`src/rtl/negate_serial_unit_if.sv`:
```
// Handshake bundle for negate_serial_unit: operand/mode in, result/overflow out.
// master drives operands and consumes results; slave is the unit itself.
interface negate_serial_unit_if #(
    parameter int unsigned W = 8
);
    logic         in_valid;
    logic         in_ready;
    logic [W-1:0] in_a;
    logic [1:0]   in_mode;
    logic         out_valid;
    logic         out_ready;
    logic [W-1:0] out_data;
    logic         out_ovf;

    modport master (
        output in_valid, in_a, in_mode, out_ready,
        input  in_ready, out_valid, out_data, out_ovf
    );

    modport slave (
        input  in_valid, in_a, in_mode, out_ready,
        output in_ready, out_valid, out_data, out_ovf
    );
endinterface

```
`src/rtl/negate_serial_unit.sv`:
```
// Multi-cycle two's-complement pass/negate/abs unit, C bits per cycle, LSB chunk first.
// Optional feature: define NEG_SAT_EN to saturate the most-negative overflow to the max positive.
module negate_serial_unit #(
    parameter int unsigned W = 8,
    parameter int unsigned C = 4
) (
    input logic                  clk,
    input logic                  rst_n,
    negate_serial_unit_if.slave  bus
);
    localparam int unsigned NCHUNK = W / C;
    localparam int unsigned CW     = (NCHUNK > 1) ? $clog2(NCHUNK) : 1;
    localparam logic [W-1:0] NegMin = {1'b1, {(W-1){1'b0}}};
    localparam logic [W-1:0] PosMax = ~NegMin;

    if (C < 1 || C > W || (W % C) != 0 || W < 2) begin : g_bad_cfg
        $error("negate_serial_unit: C must divide W with 1 <= C <= W and W >= 2");
    end

    typedef enum logic [1:0] {StIdle, StBusy, StDone} state_e;

    state_e        state_q, state_d;
    logic [CW-1:0] cnt_q, cnt_d;
    logic          carry_q, carry_d;
    logic          neg_q, neg_d;
    logic          ovf_pend_q, ovf_pend_d;
    logic [W-1:0]  a_q, a_d;        // operand, shifted right one chunk per BUSY cycle
    logic [W-1:0]  acc_q, acc_d;    // result, filled from the top and shifted down
    logic [W-1:0]  data_q, data_d;
    logic          ovf_q, ovf_d;

    logic [C-1:0]  chunk;
    logic [C:0]    sum;
    logic          in_neg;

    always_ff @(posedge clk or negedge rst_n) begin
        if (!rst_n) begin
            state_q    <= StIdle;
            cnt_q      <= '0;
            carry_q    <= 1'b0;
            neg_q      <= 1'b0;
            ovf_pend_q <= 1'b0;
            a_q        <= '0;
            acc_q      <= '0;
            data_q     <= '0;
            ovf_q      <= 1'b0;
        end else begin
            state_q    <= state_d;
            cnt_q      <= cnt_d;
            carry_q    <= carry_d;
            neg_q      <= neg_d;
            ovf_pend_q <= ovf_pend_d;
            a_q        <= a_d;
            acc_q      <= acc_d;
            data_q     <= data_d;
            ovf_q      <= ovf_d;
        end
    end

    always_comb begin
        state_d    = state_q;
        cnt_d      = cnt_q;
        carry_d    = carry_q;
        neg_d      = neg_q;
        ovf_pend_d = ovf_pend_q;
        a_d        = a_q;
        acc_d      = acc_q;
        data_d     = data_q;
        ovf_d      = ovf_q;

        in_neg = (bus.in_mode == 2'b01) || (bus.in_mode == 2'b10 && bus.in_a[W-1]);
        chunk  = neg_q ? ~a_q[C-1:0] : a_q[C-1:0];
        sum    = {1'b0, chunk} + {{C{1'b0}}, carry_q};

        unique case (state_q)
            StIdle: begin
                if (bus.in_valid) begin
                    a_d        = bus.in_a;
                    neg_d      = in_neg;
                    carry_d    = in_neg;
                    ovf_pend_d = in_neg && (bus.in_a == NegMin);
                    cnt_d      = '0;
                    state_d    = StBusy;
                end
            end
            StBusy: begin
                acc_d   = (acc_q >> C) | (W'(sum[C-1:0]) << (W - C));
                a_d     = a_q >> C;
                carry_d = sum[C];
                cnt_d   = cnt_q + CW'(1);
                if (cnt_q == CW'(NCHUNK - 1)) begin
                    state_d = StDone;
                    ovf_d   = ovf_pend_q;
`ifdef NEG_SAT_EN
                    data_d  = ovf_pend_q ? PosMax : acc_d;
`else
                    // Wrapped result of negating NegMin is NegMin itself.
                    data_d  = acc_d;
`endif
                end
            end
            StDone: begin
                if (bus.out_ready) state_d = StIdle;
            end
            default: state_d = StIdle;
        endcase
    end

    assign bus.in_ready  = (state_q == StIdle);
    assign bus.out_valid = (state_q == StDone);
    assign bus.out_data  = data_q;
    assign bus.out_ovf   = ovf_q;

`ifndef NEG_SAT_EN
    logic unused_posmax;
    assign unused_posmax = ^PosMax;
`endif
endmodule

```
`src/flat_wrapper.sv`:
```
// flat-port wrapper written by rule: the top's interface ports become plain ports
module negate_serial_unit_flat 
#(
    parameter int unsigned W = 8,
    parameter int unsigned C = 4
)
  (clk, rst_n, bus_in_valid, bus_in_a, bus_in_mode, bus_out_ready, bus_in_ready, bus_out_valid, bus_out_data, bus_out_ovf);
  negate_serial_unit_if #(.W(W)) bus_i ();
  input logic clk;
  input logic rst_n;
  input wire logic [$bits(bus_i.in_valid)-1:0] bus_in_valid;
  input wire logic [$bits(bus_i.in_a)-1:0] bus_in_a;
  input wire logic [$bits(bus_i.in_mode)-1:0] bus_in_mode;
  input wire logic [$bits(bus_i.out_ready)-1:0] bus_out_ready;
  output wire logic [$bits(bus_i.in_ready)-1:0] bus_in_ready;
  output wire logic [$bits(bus_i.out_valid)-1:0] bus_out_valid;
  output wire logic [$bits(bus_i.out_data)-1:0] bus_out_data;
  output wire logic [$bits(bus_i.out_ovf)-1:0] bus_out_ovf;
  assign bus_i.in_valid = bus_in_valid;
  assign bus_i.in_a = bus_in_a;
  assign bus_i.in_mode = bus_in_mode;
  assign bus_i.out_ready = bus_out_ready;
  assign bus_in_ready = bus_i.in_ready;
  assign bus_out_valid = bus_i.out_valid;
  assign bus_out_data = bus_i.out_data;
  assign bus_out_ovf = bus_i.out_ovf;
  negate_serial_unit #(.W(W), .C(C)) u_core (.clk(clk), .rst_n(rst_n), .bus(bus_i));
endmodule
```
`config.mk`:
```
export PLATFORM = sky130hd
export DESIGN_NAME = negate_serial_unit_flat
export DESIGN_NICKNAME = d
export VERILOG_FILES = /design/src/rtl/negate_serial_unit_if.sv /design/src/rtl/negate_serial_unit.sv /design/src/flat_wrapper.sv
export SDC_FILE = /design/constraint.sdc
export NUM_CORES = 1
export LEC_CHECK = 0
export BUFFER_PORTS_ARGS = -buffer_cell sky130_fd_sc_hd__buf_2
export CORE_AREA = 10 10 59 70
export CTS_BUF_LIST = sky130_fd_sc_hd__clkbuf_2 sky130_fd_sc_hd__clkbuf_4 sky130_fd_sc_hd__clkbuf_8
export DETAILED_ROUTE_END_ITERATION = 8
export DIE_AREA = 0 0 69 80
export PLACE_DENSITY = 0.65
export RECOVER_POWER = 25
export SLEW_MARGIN = 10
export SYNTH_ARGS = -nofsm -noshare
export SYNTH_HDL_FRONTEND = slang
export SYNTH_SLANG_ARGS = --single-unit
```
`constraint.sdc`:
```
create_clock -name clk -period 1.6 [get_ports clk]
set_input_delay 0.16 -clock clk [delete_from_list [all_inputs] [get_ports clk]]
set_output_delay 0.16 -clock clk [all_outputs]
set_load 0.02 [all_outputs]
```
==> out/qor.yml, run 1 <==
clock_network:
  cts_tree: "built"
  clk_pin_slew_ns: 0.14
  numCtsBuffers: 3
  clock-sinks: 27
  cts_root_buffer: "clkbuf_4"
  clock_path_buffers: 2
  clk_latency_ns: 0.31
  htree_num_levels: 1
drt:
  drc: 0
  vias: 887
  wl_um: 2440
  drt-initial-drc-count: 22
  wl_per_cell_um: 14.0
  first_pass_iters: 4
  viasPerCell: 5.10
  ant_nets: 0
cells_and_area:
  diodes: 0
  nets: 157
  seq_area_um2: 676
  layout-drive-gt1-share_pct: 32.1
  area_growth_pct: 18.1
  nFillCells: 271
  final_cell_area_um2: 1420
  fin_util_pct: 51.0
  multi_input_area_um2: 494
critical_path:
  crit_path_cell_trace: "xor2_1 > ha_2 > ha_2 > xor2_1 > xnor2_1 > o21ai_1"
  worst_setup_path_end_kind: "flip-flop"
  arrival_ns: 1.73
  start_kind: "flip-flop"
  critPathSlowestCell: "dfrtp_1"
  critical_path_class: "flip-flop to flip-flop"
  max_stage_delay_ns: 0.42
  required_ns: 1.80
  path_max_fanout: 3
hold_path:
  holdCritPathClass: "primary input to flip-flop"
power_and_ir_drop:
  p_leak_uw: 0.000727
  power_uw: 2770
  p_per_area_nw_per_um2: 1950
  ir_worst_vdd_uv: 808
timing:
  worst_pin_slew_ns: 0.657
  skew_ns: 0.00585
  min_period_ns: 1.53
  maxSlewViolCount: 0
  setup_viol: 0
  final-hold-violation-count: 0
  whs_ns: 0.0185
  relSlewSlack_pct: 56.2
  fmax_ghz: 0.656
  setup_ws_ns: 0.0745
  period_share_pct: 95.3
logic_synthesis:
  synth_top_family_by_area: "simple AND/OR/NAND/NOR gates"
  yosysTopAreaCell: "dfrtp_1"
  syn_inst: 111
  ys_seq_area_share_pct: 56.1
  syn_area_per_cell_um2: 10.8
  synth-seq-cells: 27
  synth_nets: 127
  synth_compound_area_share_pct: 10.4
  synth.mux.area_fraction_pct: 10.8
  synth-xor-area-share_pct: 2.91
  synth_top_cell_area_share_pct: 56.1
  yosys.area_share.adder_pct: 2.08
  synthSimpleGateAreaFrac_pct: 14.4
  netlist_top_cells_area: "dfrtp_1, mux2_2, o21ai_0"
  synth.distinct_cells: 27
  yosysWarnings: 0
  syn-cell-area_um2: 1200
global_route:
  grt_max_degree: 28
  overflow: 0
  grt_pass1_wl_um: 4210
  antenna_found_initial: 0
  grt_pass1_vias: 939
  track_usage_pct: 8.89
job:
  drv_cap: 0
floorplanning:
  rows: 21
  core_region_area_um2: 2790
  fp.dieW_um: 69
  initial_core_util_pct: 43.2
  die_area_um2: 5520
  pin_count: 25
  die_h_um: 80
placement:
  dpl-instance-area_um2: 1370
  place_congestion: 0.782
  place_ws_ns: 0.0552
  portBuffers: 24
  dpl.hpwl_um: 1880
outcome:
  status: "complete, no violations"
## power by group
group | switching [uW] | internal (uW)
registers | 187 | 979
clock network | 192 | 114
logic | 738 | 561
## synthesized netlist by cell type
cell      number
dfrtp_1       27
o21ai_0       15
nand2_1       13
mux2_2         8
inv_1          5
nand3_1        5
nor2_1         5
mux2i_1        4
nand2b_1       3
xor2_1         3
a21oi_1        2
a31oi_1        2
clkbuf_1       2
ha_1           2
nand2_2        2
nor4_1         2
a21o_1         1
a311o_1        1
a32o_1         1
and2_1         1
and3b_1        1
buf_2          1
buf_4          1
nor2b_2        1
nor3b_1        1
or3_1          1
xnor2_1        1
## cell type report
class / instances / area share [%]
well taps: 34 / 2.99
repair buffers: 29 / 11.3
clock buffers: 4 / 2.11
flip-flops and latches: 27 / 47.5
multi-input cells: 75 / 34.8
inverters: 5 / 1.32
## layout by cell type (no fill, tap or decap)
cell type / count
a21o_1: 1
a21oi_1: 2
a311o_1: 1
a31oi_1: 2
a32o_1: 1
and2_1: 1
and3b_1: 1
buf_2: 23
buf_4: 4
clkbuf_2: 1
clkbuf_4: 4
dfrtp_1: 27
dlygate4sd3_1: 1
ha_2: 2
inv_1: 5
mux2_2: 8
mux2i_1: 4
nand2_1: 13
nand2_2: 2
nand2b_1: 3
nand3_1: 5
nor2_1: 5
nor2b_2: 1
nor3b_1: 1
nor4_1: 2
o21ai_0: 13
o21ai_1: 2
or3_1: 1
xnor2_1: 1
xor2_1: 3
## what timing repair did
action | in CTS | in global routing
gates resized for setup | 0 | 4
setup endpoints to repair | 0 | 4
buffers inserted | 0 | 1
hold buffers | 1 | 0
endpoints found under the hold margin | 27 | 0
## worst max-delay path: cells and delay by family (launching register included)
kind	cells	cell delay, ns
flip-flops	1	0.42
adder cells (fa/ha/maj)	2	0.41
XOR/XNOR	3	0.50
AO/OA/AOI/OAI	1	0.08
## final timing paths
check	from	endpoint	slack (ns)	cells past startpoint
max	u_core.a_q[0]	u_core.acc_q[6]	0.07	6
min	bus_out_ready	u_core.state_q[1]	0.02	2
max reg2reg	u_core.a_q[0]	u_core.acc_q[6]	0.07	6
min reg2reg	u_core.acc_q[5]	u_core.acc_q[5]	0.49	2
max in group asynchronous	rst_n	u_core.a_q[3]	0.79	2
min in group asynchronous	rst_n	u_core.bus.out_data[1]	0.38	2
## stage by stage
step	cells	setup TNS (ns)
after floorplan	111	0
after global placement	168	0
after detailed placement	168	0
after CTS	173	0
after global routing	174	-0.127
final	174	0
## registers in the layout, summed over array words and instances, names as in the netlist
name and count:
u_core.a_q 8, u_core.acc_q 4, u_core.bus.out_data 8, u_core.bus.out_ovf 1, u_core.carry_q 1, u_core.cnt_q 1
u_core.neg_q 1, u_core.ovf_pend_q 1, u_core.state_q 2
## cells by family after synthesis
| family | Yosys count |
|---|---|
| multiplexers | 12 |
| buffers and inverters | 9 |
| adder cells (fa/ha/maj) | 2 |
| XOR/XNOR | 4 |
| AND/OR/NAND/NOR | 35 |
| AO/OA/AOI/OAI | 22 |
| flip-flops | 27 |
## layer usage
layer,vias to the layer above,wire (um),global-route usage (%)
met4,0,12,1.81
met2,18,1230,16.8
li1,442,-,-
met5,-,0,0
met3,2,105,2.24
met1,425,1090,9.77
Power figures use the tool's default switching activity.
==> inputs of run 2 (changes only) <==
--- a/config.mk
+++ b/config.mk
@@ -6,11 +6,11 @@
 export NUM_CORES = 1
 export LEC_CHECK = 0
 export BUFFER_PORTS_ARGS = -buffer_cell sky130_fd_sc_hd__buf_2
-export CORE_AREA = 10 10 59 70
+export CORE_AREA = 10 10 65 78
 export CTS_BUF_LIST = sky130_fd_sc_hd__clkbuf_2 sky130_fd_sc_hd__clkbuf_4 sky130_fd_sc_hd__clkbuf_8
 export DETAILED_ROUTE_END_ITERATION = 8
-export DIE_AREA = 0 0 69 80
-export PLACE_DENSITY = 0.65
+export DIE_AREA = 0 0 75 88
+export PLACE_DENSITY = 0.52
 export RECOVER_POWER = 25
 export SLEW_MARGIN = 10
 export SYNTH_ARGS = -nofsm -noshare
==> run 2 against run 1 <==
  * Count of clock-buffer cells in the layout stayed put
  * Via count grew 2.7%
  * Combinational power up 9%
  * Critical path type unchanged
  * Largest power group unchanged
==> out/qor.yml, run 2 (synthesis results as in run 1) <==
power_and_ir_drop:
  p_per_area_nw_per_um2: 2000  # +2.4%
  p_leak_uw: 0.000751  # +3.4%
  ir_worst_vdd_uv: 668  # -17%
clock_network:
  cts_tree: "built"
  numCtsBuffers: 3  # unchanged
  clk_pin_slew_ns: 0.09  # -0.05 ns
  clock_path_buffers: 2  # unchanged
  htree_num_levels: 1  # unchanged
  clk_latency_ns: 0.26  # -0.05 ns
  cts_root_buffer: "clkbuf_8"
  clock-sinks: 27  # unchanged
critical_path:
  max_stage_delay_ns: 0.40  # -0.02 ns
  arrival_ns: 1.69  # -0.04 ns
  required_ns: 1.79  # about the same
  worst_setup_path_end_kind: "flip-flop"
  critPathSlowestCell: "dfrtp_1"
  r2r_start: "u_core.a_q[0]"
  critical_path_class: "flip-flop to flip-flop"
  crit_start: "u_core.a_q[0]"
  ff2ff_path_depth: 6  # unchanged
  crit_buf_inv: 0  # unchanged
  path_max_fanout: 3  # unchanged
  path_delay_family: "simple AND/OR/NAND/NOR gates"
  crit_cells: 6  # unchanged
  start_kind: "flip-flop"
  crit_path_cell_trace: "xor2_1 > ha_2 > nand2b_1 > a21oi_1 > or3_4 > a31oi_1"
floorplanning:
  core_region_area_um2: 3570  # +28%
  die_area_um2: 6600  # +20%
  die_h_um: 88  # +10%
  pin_count: 25  # unchanged
  initial_core_util_pct: 33.7  # -9.5 points
  rows: 24  # +14%
  fp.dieW_um: 75  # +8.7%
timing:
  rsz0062_at_grt: "yes"
  relSlewSlack_pct: 55.9  # -0.36 points
  fmax_ghz: 0.666  # +1.6%
  worst_pin_slew_ns: 0.662  # +0.00537 ns
  maxSlewViolCount: 0  # unchanged
  setup_viol: 0  # unchanged
  skew_ns: 0.00280  # -0.00305 ns
  min_period_ns: 1.50  # -0.0239 ns
  period_share_pct: 93.8  # -1.5 points
  final-hold-violation-count: 0  # unchanged
hold_path:
  holdCritPathClass: "primary input to flip-flop"
  hold_depth: 2  # unchanged
  hold_start: "bus_out_ready"
cells_and_area:
  final_cell_area_um2: 1500  # +5.5%
  final_common_cell: "dfrtp_1"
  layout-drive-gt1-share_pct: 35.9  # +3.8 points
  diodes: 0  # unchanged
  seq_area_um2: 676  # unchanged
  layout.cells.non_filler: 181  # +4.0%
  most-common-layout-cells: "dfrtp_1, buf_2, nand2_1"
  nFillCells: 361  # +33%
  multi_input_area_um2: 532  # +7.6%
  fin_util_pct: 41.9  # -9.1 points
  nets: 159  # +1.3%
  area_growth_pct: 24.5
global_route:
  overflow: 0  # unchanged
  antenna_found_initial: 0  # unchanged
  grt_pass1_wl_um: 4470  # +6.2%
  grt_pass1_vias: 998  # +6.3%
  grt_max_degree: 28  # unchanged
  track_usage_pct: 8.39  # -0.50 points
drt:
  drc: 0  # unchanged
  first_pass_iters: 2  # -2
  drt-initial-drc-count: 36  # +64%
  wl_per_cell_um: 14.3  # +1.7%
  ant_nets: 0  # unchanged
  vias: 911  # +2.7%
  viasPerCell: 5.03  # -1.3%
  wl_um: 2590  # +5.8%
outcome:
  status: "complete, no violations"
placement:
  dpl.cell_count: 175  # +4.2%
  dpl-instance-area_um2: 1390  # +1.6%
  portBuffers: 24  # unchanged
  place_congestion: 0.738  # -5.6%
  dpl.hpwl_um: 1970  # +4.6%
job:
  drv_cap: 0  # unchanged
## run 2: cell types whose count changed in the layout (fill, tap and decap cells not counted)
cell | previous run | this run
ha_2 | 2 | 1
xnor2_2 | 0 | 1
buf_4 | 4 | 6
clkbuf_8 | 0 | 3
ha_4 | 0 | 1
xor2_1 | 3 | 1
xnor2_1 | 1 | 0
or3_1 | 1 | 0
o21ai_1 | 2 | 3
xor2_2 | 0 | 2
o21ai_0 | 13 | 12
clkbuf_4 | 4 | 1
or3_4 | 0 | 1
## run 2: report_power, final
| part | leakage [uW] | total [uW] | switching, uW | internal (uW) |
|---|---|---|---|---|
| logic | 0.000383 | 1420 | 786 | 638 |
| registers | 0.000342 | 1180 | 198 | 981 |
| clock network | 0.0000262 | 389 | 194 | 195 |
| total | 0.000751 | 2990 | 1180 | 1810 |
## run 2: worst paths after layout
check,to,slack (ns)
max in group asynchronous,u_core.a_q[3],0.72
worst min-delay path,u_core.state_q[1],0.08
min in group asynchronous,u_core.bus.out_data[6],0.46
worst max register to register,u_core.bus.out_data[7],0.1
worst min register to register,u_core.acc_q[4],0.48
worst max-delay path,u_core.bus.out_data[7],0.1
## run 2: final cells by class
class | count | area share, %
inverters | 5 | 1.25
well taps | 39 | 3.26
clock buffers | 4 | 3.26
multi-input cells | 75 | 35.5
repair buffers | 31 | 11.7
flip-flops and latches | 27 | 45.1
## run 2: what timing repair did
action / in CTS / in global routing
buffers inserted: 0 / 1
setup endpoints to repair: 0 / 5
resized for setup: 0 / 10
hold endpoints to repair: 27 / 0
hold buffers: 1 / 0
## run 2: per-layer routing
| layer | vias to the layer above | track usage, % | routed length [um] |
|---|---|---|---|
| met5 | - | 0 | 0 |
| met4 | 0 | 2.07 | 12 |
| met3 | 2 | 2.04 | 117 |
| met2 | 23 | 14.2 | 1250 |
| met1 | 444 | 10.3 | 1200 |
| li1 | 442 | - | - |
## run 2: stage by stage
| stage | setup slack (ns) | total power, uW | hold slack (ns) | setup TNS [ns] |
|---|---|---|---|---|
| floorplan | 0.0211 | 2070 | -0.136 | 0 |
| global route | -0.00536 | 3270 | 0.0745 | -0.00901 |
| CTS | 0.0233 | 2920 | 0.0762 | 0 |
| global placement | 0.0984 | 2470 | 0.198 | 0 |
| finish | 0.0984 | 2990 | 0.0794 | 0 |
| detailed placement | 0.0397 | 2520 | 0.205 | 0 |
